[config.mk]
export PLATFORM = sky130hd
export DESIGN_NAME = multichannel_frequency_analyzer
export DESIGN_NICKNAME = d
export VERILOG_FILES = /design/src/rtl/frequency_analyzer_pkg.sv /design/src/rtl/frequency_channel_counter.sv /design/src/rtl/multichannel_frequency_analyzer.sv
export SDC_FILE = /design/constraint.sdc
export NUM_CORES = 1
export LEC_CHECK = 0
export BUFFER_PORTS_ARGS = -buffer_cell sky130_fd_sc_hd__buf_4
export CORE_AREA = 2 2 259 261
export DETAILED_ROUTE_END_ITERATION = 16
export DIE_AREA = 0 0 261 263
export PLACE_DENSITY = 0.55
export SYNTH_ARGS = -nofsm -noshare
export SYNTH_HDL_FRONTEND = slang
export SYNTH_SLANG_ARGS = --single-unit
export TNS_END_PERCENT = 20
[constraint.sdc]
create_clock -name clock -period 15.1 [get_ports clock]
set_input_delay 1.51 -clock clock [delete_from_list [all_inputs] [get_ports clock]]
set_output_delay 1.51 -clock clock [all_outputs]
set_load 0.005 [all_outputs]
[src/rtl/frequency_analyzer_pkg.sv]
`default_nettype none
// ============================================================================
// Module      : frequency_analyzer_pkg
// Description : Shared types and helpers for the multichannel frequency
//               analyzer: FSM state encoding, the value-not-set marker, the
//               count-to-Hz scale helper and the in-band comparison.
// Revision    : 1.0 - initial release
// ============================================================================
package frequency_analyzer_pkg;

    typedef enum logic [1:0] {
        IDLE    = 2'd0,
        MEASURE = 2'd1,
        LATCH   = 2'd2
    } state_t;

    // A runtime target or deviation of zero means "use the default"
    localparam logic [31:0] VALUE_NOT_SET = 32'd0;

    // Hz represented by one counted edge within a gate window
    function automatic longint unsigned scale_factor(
        input longint unsigned clock_frequency,
        input longint unsigned window_cycles
    );
        return clock_frequency / window_cycles;
    endfunction

    // |freq - target| <= deviation, evaluated with a 33-bit signed difference
    // so that neither operand order can wrap
    function automatic logic within_band(
        input logic [31:0] freq,
        input logic [31:0] target,
        input logic [31:0] deviation
    );
        logic signed [32:0] diff;
        logic        [32:0] magnitude;
        diff      = $signed({1'b0, freq}) - $signed({1'b0, target});
        magnitude = diff[32] ? 33'(-diff) : 33'(diff);
        return magnitude <= {1'b0, deviation};
    endfunction

endpackage : frequency_analyzer_pkg
`default_nettype wire

[src/rtl/frequency_channel_counter.sv]
`default_nettype none
// ============================================================================
// Module      : frequency_channel_counter
// Description : One analyzer channel: two-flop synchronizer, rising-edge
//               detector and saturating edge counter with an overflow flag
//               that records edges lost to saturation.
// Revision    : 1.0 - initial release
// ============================================================================
module frequency_channel_counter #(
    parameter int COUNTER_WIDTH = 32
) (
    input  logic                     clock,
    input  logic                     reset,
    input  logic                     sample_data,
    input  logic                     restart,
    input  logic                     count_enable,
    output logic [COUNTER_WIDTH-1:0] edge_count,
    output logic                     overflow
);

    logic r_sync_meta;
    logic r_sync;
    logic r_prev;
    logic w_rise;

    // Bring the asynchronous tone input into the clock domain and keep one
    // extra stage so a rising edge can be seen as a 0 -> 1 pair
    always_ff @(posedge clock or negedge reset) begin
        if (!reset) begin
            r_sync_meta <= 1'b0;
            r_sync      <= 1'b0;
            r_prev      <= 1'b0;
        end else begin
            r_sync_meta <= sample_data;
            r_sync      <= r_sync_meta;
            r_prev      <= r_sync;
        end
    end

    assign w_rise = r_sync & ~r_prev;

    // Count rising edges during the gate; hold at all-ones and flag overflow
    always_ff @(posedge clock or negedge reset) begin
        if (!reset) begin
            edge_count <= '0;
            overflow   <= 1'b0;
        end else if (restart) begin
            edge_count <= '0;
            overflow   <= 1'b0;
        end else if (count_enable && w_rise) begin
            if (&edge_count) begin
                overflow <= 1'b1;
            end else begin
                edge_count <= edge_count + 1'b1;
            end
        end
    end

endmodule : frequency_channel_counter
`default_nettype wire

[src/rtl/multichannel_frequency_analyzer.sv]
`default_nettype none
// ============================================================================
// Module      : multichannel_frequency_analyzer
// Description : Measures the rising-edge rate of CHANNELS tone inputs over a
//               programmable gate window, scales counts to Hz and flags each
//               channel as in-band against its target +/- deviation.
// Revision    : 1.0 - initial release
// ============================================================================
module multichannel_frequency_analyzer
    import frequency_analyzer_pkg::*;
#(
    parameter int CHANNELS          = 2,
    parameter int CLOCK_FREQUENCY   = 50000000,
    parameter int WINDOW_CYCLES     = 50000000,
    parameter int DEFAULT_FREQUENCY = 10000,
    parameter int DEFAULT_DEVIATION = 20,
    parameter int COUNTER_WIDTH     = 32
) (
    input  logic                              clock,
    input  logic                              reset,
    input  logic                              enable,
    input  logic                              clear,
    input  logic                              start,
    input  logic                              continuous,
    input  logic [CHANNELS-1:0]               sample_data,
    input  logic [CHANNELS*32-1:0]            target,
    input  logic [CHANNELS*32-1:0]            deviation,
    output logic [CHANNELS*COUNTER_WIDTH-1:0] freq_value,
    output logic [CHANNELS-1:0]               in_band,
    output logic [CHANNELS-1:0]               overflow,
    output logic                              freq_valid,
    output logic                              busy
);

    localparam logic [63:0] SCALE        = 64'(scale_factor(64'(CLOCK_FREQUENCY), 64'(WINDOW_CYCLES)));
    localparam int          WINDOW_WIDTH = (WINDOW_CYCLES > 1) ? $clog2(WINDOW_CYCLES) : 1;
    localparam logic [WINDOW_WIDTH-1:0] WINDOW_LAST = WINDOW_WIDTH'(WINDOW_CYCLES - 1);

    // Elaboration-time sanity checks on the parameter set
    if ((CLOCK_FREQUENCY % WINDOW_CYCLES) != 0) begin : g_bad_window_ratio
        $error("CLOCK_FREQUENCY must be an exact multiple of WINDOW_CYCLES");
    end
    if (CHANNELS < 1 || CHANNELS > 16) begin : g_bad_channels
        $error("CHANNELS must be in 1..16");
    end
    if (COUNTER_WIDTH < 1 || COUNTER_WIDTH > 32) begin : g_bad_width
        $error("COUNTER_WIDTH must be in 1..32");
    end

    state_t                            r_state;
    state_t                            w_next_state;
    logic [WINDOW_WIDTH-1:0]           r_window_cnt;
    logic                              w_restart;
    logic                              w_enter_measure;
    logic                              w_count_enable;
    logic                              w_commit;
    logic [CHANNELS*32-1:0]            r_target;
    logic [CHANNELS*32-1:0]            r_deviation;
    logic [CHANNELS*COUNTER_WIDTH-1:0] w_edge_count;
    logic [CHANNELS-1:0]               w_overflow;
    logic [CHANNELS*COUNTER_WIDTH-1:0] w_freq;
    logic [CHANNELS-1:0]               w_in_band;
    logic [CHANNELS*COUNTER_WIDTH-1:0] r_freq_value;
    logic [CHANNELS-1:0]               r_in_band;
    logic [CHANNELS-1:0]               r_overflow;
    logic                              r_freq_valid;

    // State register
    always_ff @(posedge clock or negedge reset) begin
        if (!reset) begin
            r_state <= IDLE;
        end else begin
            r_state <= w_next_state;
        end
    end

    // Next-state logic; clear outranks everything, enable low aborts a window
    always_comb begin
        w_next_state = r_state;
        if (clear) begin
            w_next_state = IDLE;
        end else begin
            case (r_state)
                IDLE: begin
                    if (start && enable) w_next_state = MEASURE;
                end
                MEASURE: begin
                    if (!enable)                         w_next_state = IDLE;
                    else if (r_window_cnt == WINDOW_LAST) w_next_state = LATCH;
                end
                LATCH: begin
                    if (enable && continuous) w_next_state = MEASURE;
                    else                      w_next_state = IDLE;
                end
                default: w_next_state = IDLE;
            endcase
        end
    end

    // State-derived controls: counting gate, window restart and result commit
    always_comb begin
        busy            = (r_state == MEASURE) || (r_state == LATCH);
        w_count_enable  = (r_state == MEASURE);
        w_enter_measure = (w_next_state == MEASURE) && (r_state != MEASURE);
        w_restart       = clear || w_enter_measure;
        w_commit        = (r_state == LATCH) && enable && !clear;
    end

    // Gate window counter, restarted on every MEASURE entry
    always_ff @(posedge clock or negedge reset) begin
        if (!reset) begin
            r_window_cnt <= '0;
        end else if (w_restart) begin
            r_window_cnt <= '0;
        end else if (r_state == MEASURE) begin
            r_window_cnt <= r_window_cnt + 1'b1;
        end
    end

    // Capture targets and deviations at window start so mid-window edits
    // only affect the following window
    always_ff @(posedge clock or negedge reset) begin
        if (!reset) begin
            r_target    <= '0;
            r_deviation <= '0;
        end else if (w_enter_measure) begin
            for (int i = 0; i < CHANNELS; i++) begin
                r_target[i*32 +: 32]    <= (target[i*32 +: 32] == VALUE_NOT_SET)
                                           ? 32'(DEFAULT_FREQUENCY) : target[i*32 +: 32];
                r_deviation[i*32 +: 32] <= (deviation[i*32 +: 32] == VALUE_NOT_SET)
                                           ? 32'(DEFAULT_DEVIATION) : deviation[i*32 +: 32];
            end
        end
    end

    for (genvar i = 0; i < CHANNELS; i++) begin : g_channel
        frequency_channel_counter #(
            .COUNTER_WIDTH (COUNTER_WIDTH)
        ) u_counter (
            .clock        (clock),
            .reset        (reset),
            .sample_data  (sample_data[i]),
            .restart      (w_restart),
            .count_enable (w_count_enable),
            .edge_count   (w_edge_count[i*COUNTER_WIDTH +: COUNTER_WIDTH]),
            .overflow     (w_overflow[i])
        );

        // Scale edges to Hz (truncated to the result width) and compare
        assign w_freq[i*COUNTER_WIDTH +: COUNTER_WIDTH] =
            COUNTER_WIDTH'(64'(w_edge_count[i*COUNTER_WIDTH +: COUNTER_WIDTH]) * SCALE);
        assign w_in_band[i] = within_band(32'(w_freq[i*COUNTER_WIDTH +: COUNTER_WIDTH]),
                                          r_target[i*32 +: 32],
                                          r_deviation[i*32 +: 32]);
    end

    // Result registers: updated from the LATCH cycle, held otherwise
    always_ff @(posedge clock or negedge reset) begin
        if (!reset) begin
            r_freq_value <= '0;
            r_in_band    <= '0;
            r_overflow   <= '0;
            r_freq_valid <= 1'b0;
        end else if (clear) begin
            r_freq_value <= '0;
            r_in_band    <= '0;
            r_overflow   <= '0;
            r_freq_valid <= 1'b0;
        end else if (w_commit) begin
            r_freq_value <= w_freq;
            r_in_band    <= w_in_band;
            r_overflow   <= w_overflow;
            r_freq_valid <= 1'b1;
        end else begin
            r_freq_valid <= 1'b0;
        end
    end

    assign freq_value = r_freq_value;
    assign in_band    = r_in_band;
    assign overflow   = r_overflow;
    assign freq_valid = r_freq_valid;

endmodule : multichannel_frequency_analyzer
`default_nettype wire

==> Yosys cells after proc, flatten, opt, wreduce, memory -nomap -nowiden <==
Index checks and enable logic that the tools add are counted.
{ "totals": {"regBits": 297, "word_cells": 99} }
{ "classes": {"addsub": 7, "order_cmp": 2, "eq_ne": 7, "muxes": 34, "n_bitwise": 4, "n_reduce_logical": 27} }
{ "op_table": {"columns": ["cell", "count"], "rows": [
  ["two-way mux 32 bit", 10],
  ["zero test 32 bit", 4],
  ["two-way mux 64 bit", 2],
  ["less-or-equal comparator 33 x 32 -> 1 bit", 2],
  ["two-way mux 33 bit", 2],
  ["negation 33 bit", 2],
  ["subtractor 32 x 32 -> 33 bit", 2],
  ["adder 32 x 1 -> 32 bit, second input constant", 2],
  ["AND reduction 32 bit", 2],
  ["two-way mux 26 bit", 2],
  ["adder 26 x 1 -> 26 bit, second input constant", 1],
  ["== test 26 bit, second input constant", 1],
  ["two-way mux 2 bit", 8],
  ["nonzero test 2 bit", 6],
  ["two-way mux 1 bit", 9],
  ["AND reduction 2 bit", 4],
  ["logical AND 1 bit", 7],
  ["one-hot mux 2 bit (3 select lines)", 1],
  ["== test 2 x 1 -> 1 bit, second input constant", 2],
  ["inequality test 2 x 1 -> 1 bit, second input constant", 2],
  ["bitwise AND 1 bit", 2],
  ["== test 2 bit, second input constant", 1],
  ["zero test 2 bit", 1],
  ["logical OR 1 bit", 2],
  ["other kinds (3)", 4]
]} }

==> Longest topological paths before layout <==
{ "depth": {"ltp_word": 10, "ltp_mapped": 25, "mapped_depth_nobuf": 24} }

==> Cells and area by module <==
A second synthesis with hierarchy kept.
{ "unflattened": {"cells_unflattened": 2221, "hier_area_um2": 19489.9} }
{ "modules_own_cells": {"columns": ["mod", "n_inst", "cells_each", "area_each_um2", "seq_area_each_um2"], "rows": [
  ["multichannel_frequency_analyzer", 1, 1793, 15486.1, 5630.4],
  ["frequency_channel_counter", 2, 214, 2001.9, 900.9]
]} }

==> Worst setup path before layout <==
OpenSTA, ideal clock, no wires.
{ "synth_path": {"kind": "flip-flop to flip-flop", "from": "register g_channel[0].u_counter.edge_count[0]", "to": "register r_in_band[0], in the netlist in_band[0]", "setup_time_ns": 0.076, "arrival_time_ns": 4.981, "t_required_ns": 15.024, "setup_slack_ns": 10.043, "stages_incl_launch_ff": 25, "period_less_slack_ns": 5.057, "cell_sequence": "dfrtp_1 -> inv_1 -> ha_1 -> fa_1 -> and2b_1 -> o221ai_1 -> a211oi_2 -> nor2_1 -> xnor2_1 -> or4_4 -> or4b_4 -> nor3_1 -> nor2_1 -> xor2_1 -> ha_1 -> a21o_1 -> a21o_1 -> a21oi_1 -> nor2b_1 -> o21ai_0 -> o31ai_1 -> a211o_1 -> a21oi_1 -> o21ai_0 -> o21ai_1"} }
{ "synth_via": {"elab_chain_len": 6} }
{ "synth_lines": {"columns": ["item", "line_no", "source"], "rows": [
  ["start: declaration", "frequency_channel_counter.sv:17", "output logic [COUNTER_WIDTH-1:0] edge_count,"],
  ["start signal: assignment", "frequency_channel_counter.sv:54", "edge_count <= edge_count + 1'b1;"],
  ["subtractor 32 x 32 -> 33 bit (*)", "frequency_analyzer_pkg.sv:37", "diff = $signed({1'b0, freq}) - $signed({1'b0, target});"],
  ["negation 33 bit", "frequency_analyzer_pkg.sv:38", "magnitude = diff[32] ? 33'(-diff) : 33'(diff);"],
  ["two-way mux 33 bit (*)", "frequency_analyzer_pkg.sv:38", null],
  ["less-or-equal comparator 33 x 32 -> 1 bit (*)", "frequency_analyzer_pkg.sv:39", "return magnitude <= {1'b0, deviation};"],
  ["two-way mux 2 bit (*)", "multichannel_frequency_analyzer.sv:169", "end else if (w_commit) begin"],
  ["two-way mux 2 bit (*)", "multichannel_frequency_analyzer.sv:164", "end else if (clear) begin"],
  ["end signal: assignment", "multichannel_frequency_analyzer.sv:171", "r_in_band <= w_in_band;"],
  ["end: declaration", "multichannel_frequency_analyzer.sv:64", "logic [CHANNELS-1:0] r_in_band;"]
]} }
Mark *: on every way between the ends. The rest lies on a longest branch, timed or not. The select of a mux whose other input is x is not followed.
A chain may end at the register's enable or synchronous reset.

==> Worst setup path after layout <==
{ "layout_path": {"from": "register g_channel[1].u_counter.edge_count[3]", "to": "register r_in_band[1], in the netlist in_band[1]"} }
{ "layout_via": {"elab_chain_len": 6} }
{ "layout_lines": {"columns": ["item", "line_no"], "rows": [
  ["start: declaration", "frequency_channel_counter.sv:17"],
  ["start signal: assignment", "frequency_channel_counter.sv:54"],
  ["subtractor 32 x 32 -> 33 bit (*)", "frequency_analyzer_pkg.sv:37"],
  ["negation 33 bit", "frequency_analyzer_pkg.sv:38"],
  ["two-way mux 33 bit (*)", "frequency_analyzer_pkg.sv:38"],
  ["less-or-equal comparator 33 x 32 -> 1 bit (*)", "frequency_analyzer_pkg.sv:39"],
  ["two-way mux 2 bit (*)", "multichannel_frequency_analyzer.sv:169"],
  ["two-way mux 2 bit (*)", "multichannel_frequency_analyzer.sv:164"]
]} }
Marked as above.

==> out/qor.yml <==
synth:
  synthesis.nets: 2373
  ys.flop_type: "dfrtp_1"
  synthMuxAreaShare: 0.0686
  synth-adder-area-share: 0.0895
  synth_compound_gate_area_share: 0.154
  yosys.area_share.xor_xnor: 0.0836
  syn_area_um2: 19600
  yosysSeqAreaShare: 0.379
  yosys.area_share.simple: 0.179
  synth_cell_types: 98
  netlist_instances: 2098
  synth_edf_count: 0
  yosysWarningCount: 0
  postSynthAreaPerCell_um2: 9.34
  ys_ff_latch: 297
  async_reset_ff_frac: 1.00
  synth_top_family_by_area: "simple AND/OR/NAND/NOR gates"
placed_design:
  pre_cts_slack_ns: 9.62
  gp_congestion: 0.850
  dp_hpwl_um: 44900
  port_buffers: 205
  dp.cells: 3098
floorplanning:
  core_um2: 65600
  dieArea_um2: 68600
  die_x_um: 261
  dieHeight_um: 263
  num_io_pins: 206
  rows: 94
  start_util: 0.299
clocking:
  htreeDepth: 2
  clock_sinks: 297
  cts_root_buf: "clkbuf_16"
  hold_buffers: 0
  clk_latency_ns: 0.56
  cts_buffers: 36
  cts-resized-gates: 0
  path_clk_slew_ns: 0.06
  cts_tree: "yes"
  clockBufferDepth: 3
  post_cts_buffers: 0
routing:
  drtPass1Iterations: 5
  antenna_left: 0
  wl_um: 57800
  via_count: 16100
  viasPerCell: 5.09
  routedWlPerCell_um: 18.3
  drtIter0Drc: 815
  drcViolationCount: 0
final_layout:
  area_delta_synth_final_pct: 18.4
  drive_gt1_frac: 0.194
  post-route-util: 0.354
  nets: 2547
  layout.cells.non_filler: 3163
timing:
  maxSlewViolCount: 0
  final.setup.tns_ns: 0
  rsz0062_at_grt: "false"
  slew-limit-headroom: 0.137
  fin_crit_sh: 0.367
  finClkSkew_ns: 0.0125
  setup_ws_ns: 9.55
  period_needed_ns: 5.55
  finalHoldViolCount: 0
  fmax_ghz: 0.180
  worstMarginPinSlew_ns: 1.29
  report.final.setup_viol: 0
worst_hold_path:
  holdCritPathClass: "flop to flop"
power:
  total_power_mw: 2.84
  seq_power_share: 0.338
  powerDensity_nw_per_um2: 122
  switchingPower_mw: 0.985
  p_int_mw: 1.86
  sw_frac_of_total: 0.346
  clkPwrFrac: 0.308
  power.static_leakage_nw: 10.7
  ir_drop_mv: 0.0648
  combPwrFrac: 0.355
worst_setup_path:
  worstPathRequired_ns: 15.59
  end_kind: "flop"
  crit_arrival_ns: 6.04
  crit_path_max_fanout: 7
  critPathLaunchType: "flop"
  crit_type: "flop to flop"
global_routing:
  antenna_found_initial: 2
  grt_util_met1: 0.246
  grt_pass1_vias: 16100
  use_met3: 0.0335
  grt_pass1_wl_um: 91300
  grt_use_met2: 0.248
  grt_usage: 0.167
  grt-ovfl-total: 0
  grt-busiest-layer: "met2"
  grt_max_degree: 91
outcome:
  status: "finished clean"
job:
  drv_cap: 0
==> power by group through the flow <==
stage / sequential, mW / clock [mW] / combinational, mW
final: 0.960 / 0.875 / 1.01
after global routing: 0.973 / 0.932 / 1.14
after CTS: 0.960 / 0.901 / 1.01
after detailed placement: 0.972 / 0 / 1.01
after global placement: 0.968 / 0 / 0.975
after floorplan: 0.954 / 0 / 0.756
==> cells in the mapped netlist (4+ instances only) <==
| cell | n | share of area |
|---|---|---|
| a22o_1 | 69 | 0.031 |
| a21oi_1 | 119 | 0.030 |
| nand4_1 | 59 | 0.019 |
| or2_2 | 12 | 0.0038 |
| o21a_1 | 11 | 0.0042 |
| xnor2_1 | 90 | 0.040 |
| o21bai_1 | 4 | 0.0015 |
| o211ai_1 | 7 | 0.0027 |
| and3_1 | 16 | 0.0051 |
| nand2_1 | 120 | 0.023 |
| ha_1 | 137 | 0.087 |
| mux2i_1 | 5 | 0.0026 |
| clkbuf_1 | 56 | 0.011 |
| a21o_1 | 34 | 0.013 |
| and2_1 | 14 | 0.0045 |
| nor3_1 | 56 | 0.014 |
| buf_1 | 9 | 0.0017 |
| nand2b_1 | 12 | 0.0038 |
| a21boi_0 | 4 | 0.0015 |
| nor2_1 | 193 | 0.037 |
| buf_2 | 8 | 0.0020 |
| nand3_1 | 58 | 0.015 |
| o31ai_1 | 10 | 0.0038 |
| nand4b_1 | 4 | 0.0018 |
| a211oi_1 | 16 | 0.0061 |
| o21ai_1 | 8 | 0.0020 |
| inv_1 | 157 | 0.030 |
| xor2_1 | 97 | 0.043 |
| a21oi_2 | 6 | 0.0027 |
| or3_1 | 16 | 0.0051 |
| mux2_2 | 115 | 0.066 |
| a31oi_1 | 12 | 0.0038 |
| nor4_1 | 49 | 0.016 |
| a211o_1 | 5 | 0.0022 |
| nor2b_1 | 12 | 0.0038 |
| nand3b_1 | 4 | 0.0015 |
| and4_1 | 12 | 0.0054 |
| dfrtp_1 | 297 | 0.38 |
| o21ai_0 | 76 | 0.019 |
| or4_1 | 7 | 0.0027 |
==> worst max-delay path, cell delays in order (launching register included) <==
cell and delay, ns:
dfrtp_1 0.45, ha_1 0.46, o2111ai_1 0.33, and2_1 0.31, a311oi_1 0.59, nor3b_2 0.34, nand4b_1 0.26, or3_1 0.43
nor3_2 0.35, a21oi_1 0.14, xnor2_1 0.15, ha_1 0.30, a21o_1 0.17, a21o_1 0.17, a21oi_1 0.13, nor2b_1 0.05
o21ai_0 0.14, nand2b_1 0.09, o21ai_0 0.20, o21bai_1 0.08, a21boi_0 0.18, a22o_1 0.15
==> path summary, 6_finish.rpt <==
check                                                            startpoint                                       to  slack, ns  cells past startpoint
max                        g_channel[1].u_counter.edge_count[3]$_DFFE_PN0P_                   in_band[1]$_DFFE_PN0P_       9.55                     21
min                            g_channel[0].u_counter.r_sync_meta$_DFF_PN0_  g_channel[0].u_counter.r_sync$_DFF_PN0_       0.36                      0
max reg2reg                g_channel[1].u_counter.edge_count[3]$_DFFE_PN0P_                   in_band[1]$_DFFE_PN0P_       9.55                     21
min reg2reg                    g_channel[0].u_counter.r_sync_meta$_DFF_PN0_  g_channel[0].u_counter.r_sync$_DFF_PN0_       0.36                      0
max in group asynchronous                                             reset                 r_target[62]$_DFFE_PN0P_      11.82                      3
min in group asynchronous                                             reset               freq_value[22]$_DFFE_PN0P_       0.95                      1
==> cells by family (layout without fill, tap and decap cells) <==
logic type	Yosys count	count (layout)
xor+xnor	187	187
buf+inv	235	435
other cells	0	1
mux	120	120
simple gates	679	679
flops	297	297
fa+ha+maj	139	139
compound gates	441	441
==> flip-flops by register name, summed over array words and instances, names as in the netlist, 26 cells and up <==
signal	count
r_window_cnt	26
freq_value	64
r_deviation	64
r_target	64
g_channel.u_counter.edge_count	64
==> layout by cell type (no fill, tap or decap), types with 6 or more instances in the layout <==
cell type	n
o21ai_1	8
a21o_1	34
and2_1	14
xor2_1	97
o21a_1	11
and4_1	12
mux2_2	115
nor4_1	49
and3_1	16
nand4_1	59
or3_1	16
a21oi_1	118
dfrtp_1	297
inv_1	157
nand2b_1	12
o31ai_1	10
ha_1	137
buf_4	212
a31oi_1	12
a22o_1	69
nor3_1	56
or2_2	12
a211oi_1	16
o21ai_0	76
o211ai_1	7
nand2_1	119
or4_1	7
xnor2_1	90
nor2b_1	12
clkbuf_16	37
clkbuf_8	10
nand3_1	58
clkbuf_1	7
nor2_1	192
a21oi_2	6
==> routing by layer <==
layer  up-vias  part of all wire
li1       7888                 -
met1      7788              0.50
met2       341              0.43
met3        67             0.053
met4         2             0.019
met5         -           0.00014
==> layout make-up <==
class / count / area, µm²
clock buffer: 54 / 1090
clock inverter: 10 / 116
sequential: 297 / 7430
fill: 6651 / 42400
antenna: 1 / 2.50
timing repair buffer: 213 / 1610
inverter: 158 / 593
multi-input combinational: 1566 / 11300
tap: 864 / 1080
==> metrics by stage <==
stage	hold slack, ns	cell area, µm²
3_5_place_dp	0.343	22000
5_1_grt	0.363	23200
6_report	0.357	23200
4_1_cts	0.356	23200
3_3_place_gp	0.339	22000
2_1_floorplan	0.331	19600
Note: power is estimated with default switching activity, not from simulation.
